**config.mk**
```make
export PLATFORM = sky130hd
export DESIGN_NAME = effect_fifo_port
export DESIGN_NICKNAME = d
export VERILOG_FILES = /design/src/rtl/effect_fifo_port.sv
export SDC_FILE = /design/constraint.sdc
export NUM_CORES = 1
export LEC_CHECK = 0
export BUFFER_PORTS_ARGS = -buffer_cell sky130_fd_sc_hd__buf_2
export CORE_MARGIN = 1
export CORE_UTILIZATION = 45
export CTS_CLUSTER_DIAMETER = 200
export DETAILED_ROUTE_END_ITERATION = 10
export HOLD_SLACK_MARGIN = 0.08
export PLACE_DENSITY_LB_ADDON = 0.08
export SYNTH_ARGS = -nofsm -noshare
export SYNTH_HDL_FRONTEND = slang
export SYNTH_SLANG_ARGS = --single-unit
```
**constraint.sdc**
```tcl
create_clock -name clk -period 3.8 [get_ports clk]
set_input_delay 0.19 -clock clk [delete_from_list [all_inputs] [get_ports clk]]
set_output_delay 0.19 -clock clk [all_outputs]
set_load 0.05 [all_outputs]
```
**src/rtl/effect_fifo_port.sv**
```systemverilog
// Effect-side FIFO endpoint: read one sample, apply switch-selected gain, write it back.
// Latency: read strobe 1 cycle after ready is sampled, result and write strobe 4 cycles after.
// Backpressure: while the return FIFO is full the result is held and no new read is issued.
module effect_fifo_port #(
    parameter int d_width = 16
) (
    input  logic               clk,
    input  logic               reset_n,
    input  logic [1:0]         sw,
    input  logic               i_data_ready,
    input  logic [d_width-1:0] i_data,
    input  logic               i_out_full,
    output logic               o_read_enable,
    output logic [d_width-1:0] o_data,
    output logic               o_data_valid,
    output logic [15:0]        o_sample_count
);

    typedef enum logic [2:0] {IDLE, READ, WAIT, PROC, WRITE} state_t;

    localparam logic [d_width-1:0] SAT_MAX = {1'b0, {(d_width-1){1'b1}}};
    localparam logic [d_width-1:0] SAT_MIN = {1'b1, {(d_width-1){1'b0}}};

    state_t                     state_q, state_nxt;
    logic                       data_rdy_q;
    logic signed [d_width-1:0]  sample_q;
    logic [1:0]                 mode_q;
    logic signed [d_width-1:0]  result;
    logic                       valid_nxt;
    logic [15:0]                count_q;

    assign o_sample_count = count_q;

    // Ready is registered so IDLE decides on it one edge later; the WRITE->IDLE
    // edge samples it too, which keeps back-to-back samples 5 cycles apart.
    always_comb begin
        state_nxt = state_q;
        unique case (state_q)
            IDLE:    if (data_rdy_q) state_nxt = READ;
            READ:    state_nxt = WAIT;
            WAIT:    state_nxt = PROC;
            PROC:    state_nxt = WRITE;
            WRITE:   if (o_data_valid) state_nxt = IDLE;
            default: state_nxt = IDLE;
        endcase
    end

    // Full is sampled on every edge that could launch the strobe; one strobe per sample.
    assign valid_nxt = !i_out_full &&
                       ((state_q == PROC) || ((state_q == WRITE) && !o_data_valid));

    always_comb begin
        result = sample_q;
        unique case (mode_q)
            2'b01: result = sample_q >>> 1;
            2'b10: begin
                if (sample_q[d_width-1] != sample_q[d_width-2])
                    result = sample_q[d_width-1] ? SAT_MIN : SAT_MAX;
                else
                    result = {sample_q[d_width-2:0], 1'b0};
            end
            2'b11: result = (sample_q == SAT_MIN) ? SAT_MAX : -sample_q;
            default: result = sample_q;
        endcase
    end

    always_ff @(posedge clk or negedge reset_n) begin
        if (!reset_n) begin
            state_q       <= IDLE;
            data_rdy_q    <= 1'b0;
            o_read_enable <= 1'b0;
            o_data_valid  <= 1'b0;
            o_data        <= '0;
            sample_q      <= '0;
            mode_q        <= 2'b00;
            count_q       <= 16'h0000;
        end else begin
            state_q       <= state_nxt;
            data_rdy_q    <= i_data_ready;
            o_read_enable <= (state_nxt == READ);
            o_data_valid  <= valid_nxt;
            if (state_q == WAIT) begin
                sample_q <= i_data;
                mode_q   <= sw;
            end
            if (state_q == PROC)
                o_data <= result;
            if ((state_q == WRITE) && o_data_valid)
                count_q <= count_q + 16'h0001;
        end
    end

endmodule

```
=== After elaboration in Yosys (flattened, before gate mapping) ===
Index checks and enable logic that the tools add are counted.

* Bits in registers: 56
* Word-level logic and storage cells: 34

* Reductions and logical operators: 7
* Equality and inequality tests: 10
* Muxes and demuxes: 7
* Add/sub/neg operators: 2

{| class="wikitable"
|+ Operators with widths
! cell !! number
|-
| $mux 16 || 3
|-
| $pmux 16 s3 || 1
|-
| $add 16x1->16 const B || 1
|-
| $eq 16x16->1 const B || 1
|-
| $neg 16->16 || 1
|-
| $pmux 3 s5 || 1
|-
| $eq 3x1->1 const B || 2
|-
| $eq 3x2->1 const B || 2
|-
| $mux 3 || 2
|-
| $eq 2x2->1 const B || 2
|-
| $eq 3x3->1 const B || 1
|-
| $logic_and 1x1->1 || 3
|-
| $logic_not 3->1 || 1
|-
| $eq 2x1->1 const B || 1
|-
| $logic_not 1->1 || 2
|-
| $logic_or 1x1->1 || 1
|-
| $ne 1x1->1 || 1
|}

=== Longest topological paths before layout ===
* Depth after elaboration: 4
* Depth in mapped cells: 9

=== Worst setup path after synthesis ===
No wires, ideal clock.

* Kind: register to register
* Start point: register sample_q[0]
* End point: register o_data[8]
* Slack: 1.664 ns
* Stages on the path, launching flop included: 9
* Data arrival time: 2.010 ns
* Path buffers: 1
* Path through: dfrtp_1 -> inv_1 -> ha_1 -> or4b_4 -> buf_6 -> or2_2 -> xor2_1 -> a211oi_1 -> o21ai_1

* Longest elaborated chain between the ends: 3
* Elaborated cells on any way between the ends: 4
* Classes of those cells: 1 x add/sub; 1 x eq/ne; 2 x mux

{| class="wikitable"
|+ Ends and longest elaborated chain
! item !! line !! text
|-
| start: declaration || 26 || <nowiki>logic signed [d_width-1:0] sample_q;</nowiki>
|-
| start signal: assignment || 83 || <nowiki>sample_q <= i_data;</nowiki>
|-
| $neg 16->16 / $eq 16x16->1 (equally long branches) || 62 || <nowiki>2'b11: result = (sample_q == SAT_MIN) ? SAT_MAX : -sample_q;</nowiki>
|-
| $mux 16 * || 62 ||
|-
| $pmux 16 s3 * || 54 || <nowiki>unique case (mode_q)</nowiki>
|-
| end signal: assignment || 87 || <nowiki>o_data <= result;</nowiki>
|-
| end: declaration || 14 || <nowiki>output logic [d_width-1:0] o_data,</nowiki>
|}

Mark *: on every way between the ends. The rest lies on a longest branch, timed or not.
A chain may end at the register's enable or synchronous reset.

=== Final worst setup path ===
* Start point: register sample_q[14]
* End point: register o_data[5]

* Longest elaborated chain between the ends: 3
* Elaborated cells on any way between the ends: 5
* Classes of those cells: 2 x eq/ne; 3 x mux

{| class="wikitable"
|+ Ends and longest elaborated chain
! item !! line
|-
| $eq 16x16->1 / $ne 1x1->1 (equally long branches) || 62, 57
|-
| $mux 16, on equally long branches || 62, 57
|-
| $pmux 16 s3 * || 54
|}

Marks and branches as above.

==> impl_metrics.ini <==
[clock_tree]
cts_resized = 0
clockBufferDepth = 2
numCtsBuffers = 5
cts_tree = yes
cts_root_buf = clkbuf_8
insertion_delay_ns = 0.31
cts_max_level = 2
clkSinkCount = 56
path_clk_slew_ns = 0.11

[global_routing]
track_usage_pct = 21.8
grt_max_degree = 57
top_usage_layer = met2
grt_pass1_vias = 2506
grt_use_met2_pct = 32.7
grt_overflow = 0
grt_antenna_before_repair = 0
grt_pass1_wl_um = 12600
gr-usage-met1_pct = 31.3
grt.met3_usage_pct = 4.47

[finish]
multi_input_area_um2 = 1550
layout-drive-gt1-share_pct = 23.1
antenna_cells = 0
fin_nets = 404
final_core_util_pct = 54.6
final-seq-area_um2 = 1400
fillers = 604
area_growth_pct = 14.2

[sta]
fin_crit_sh_pct = 63.5
report.final.slew_viol_count = 0
setup_tns_ns = 0
fin_ws_ns = 1.39
setup_viol = 0
rsz0062_at_grt = no
slew_headroom_pct = 36.0
tightest_slew_ns = 0.958
worst_clock_skew_ns = 0.00664
period_minus_slack_ns = 2.41
hold_violations = 0
max_freq_mhz = 414

[setup_path]
arrival_ns = 2.62
crit_type = flop to flop
path_delay_family = simple AND/OR/NAND/NOR gates
cpPeakStageDelay_ns = 0.49
crit_path_start_kind = flop
crit_slowest_cell = dfrtp_1
worst-path-max-fanout = 10
crit_chain = inv_1 > ha_1 > nand2b_1 > and2_0 > a32o_1 > a221oi_1 > a21oi_1
cp.required_ns = 4.00
crit_buf_inv = 1
end_kind = flop

[synth]
avgSynthCellArea_um2 = 9.44
yosys.area.top_type = dfrtp_1
netlist_area_um2 = 3110
yosysMostFrequentCell = dfrtp_1
synthTopCellsByCount = dfrtp_1 (56), nand2_1 (37), o21ai_0 (32)
ys_ff_latch = 56
ys_top_cells_by_area = dfrtp_1 (45%), o21ai_0 (5.2%), xnor2_1 (5.1%)
synth_edf_count = 0
synth_top_area_share_pct = 45.1
synth_flop_cell = dfrtp_1
yosysUniqueCellTypes = 55
ys_seq_area_share_pct = 45.1
netlist_instances = 329
yosys_warnings = 0
synth-async-reset-ratio_pct = 100
syn-num-nets = 357

[floorplan]
io_pins = 56
die-width_um = 85.1
die_h_um = 85.1
core_um2 = 6490
rows = 29
start_util_pct = 47.8
die-area_um2 = 7240

[detailed_routing]
num_vias = 2608
viasPerCell = 5.74
drtPass1Iterations = 4
drt_iter0_markers = 305
routed_wl_um = 7360
ant_nets = 0
drc = 0
wl_per_cell_um = 16.2

[place]
place.gp.congestion = 0.852
place_ws_ns = 1.48
io_buffers = 55
dpl.hpwl_um = 5020

[power_and_ir_drop]
ir_drop_mv = 0.337
power_density_nw_per_um2 = 865
p_leak_nw = 1.60

[worst_hold_path]
hp-class = input pin to flop

[job]
cap_violations = 0

[outcome]
outcome = complete, no violations
-- power breakdown --
part | total, mW | switching [mW] | internal [mW]
Clock | 0.363 | 0.209 | 0.153
Sequential | 1.14 | 0.340 | 0.803
Combinational | 1.56 | 1.00 | 0.563
-- flip-flops by register name (all words and copies together) (netlist names) --
name            cells
state_q             3
o_read_enable       1
o_data             16
o_data_valid        1
sample_q           16
o_sample_count     16
mode_q              2
data_rdy_q          1
-- cell families (layout without fill, tap and decap cells) --
logic type	Yosys count	after routing	synth area share, %
simple gates	113	113	19.4
compound gates	81	81	15.6
flops	56	56	45.1
buf+inv	33	81	5.12
xor+xnor	25	25	7.05
mux	15	15	5.36
fa+ha+maj	6	6	2.42
-- per-stage QoR --
step | power, mW | area [µm²] | hold slack, ns | std cells
detailed placement | 2.69 | 3380 | 0.300 | 439
global placement | 2.70 | 3380 | 0.298 | 439
global route | 3.30 | 3550 | 0.0869 | 454
finish | 3.07 | 3550 | 0.0793 | 454
floorplan | 2.33 | 3110 | -0.106 | 329
CTS | 3.07 | 3550 | 0.0828 | 454
-- per-layer routing --
metal	part of all wire, %	vias to the layer above	wire (µm)
li1	-	1251	-
met1	47	1240	3460
met2	45	105	3290
met3	6.2	12	459
met4	2.0	0	148
met5	0	-	0
-- layout by cell type, fill, tap and decap left out, types with 5 or more instances in the layout --
cell	count
xnor2_1	18
buf_2	55
ha_1	6
a22oi_1	6
inv_1	8
clkbuf_8	6
o21ai_1	10
dfrtp_1	56
a211oi_1	6
nor2_1	18
o21ai_0	32
nand3_1	9
a21oi_1	11
nand2_1	37
mux2_2	13
nand2b_1	5
dlygate4sd3_1	7
xor2_1	7
nor3_1	8
-- final timing paths --
check	slack [ns]	end	start	depth (start not counted)
min in group asynchronous	0.53	o_data[3]	reset_n	3
max in group asynchronous	2.80	sample_q[9]	reset_n	3
worst min register to register	0.48	o_data[0]	o_data[0]	2
worst max register to register	1.39	o_data[5]	sample_q[14]	7
worst max-delay path	1.39	o_data[5]	sample_q[14]	7
worst min-delay path	0.08	sample_q[6]	i_data[6]	3
-- tightest hold or removal path: stages --
cell and delay (ns):
buf_2 0.07, nand2_1 0.03, o21ai_0 0.06
-- final cells by class --
class / instances / share of cell area [%]
Multi-Input combinational cell: 240 / 43.7
Clock inverter: 2 / 0.494
Inverter: 8 / 0.847
Timing Repair Buffer: 65 / 10.4
Tap cell: 77 / 2.72
Sequential cell: 56 / 39.5
Clock buffer: 6 / 2.33
-- what timing repair did --
action,in CTS,in global routing
endpoints found under the hold margin,62,0
setup endpoints to repair,0,0
setup buffers,0,0
hold buffers,7,0
No activity file was read; power rests on OpenSTA's default activity.
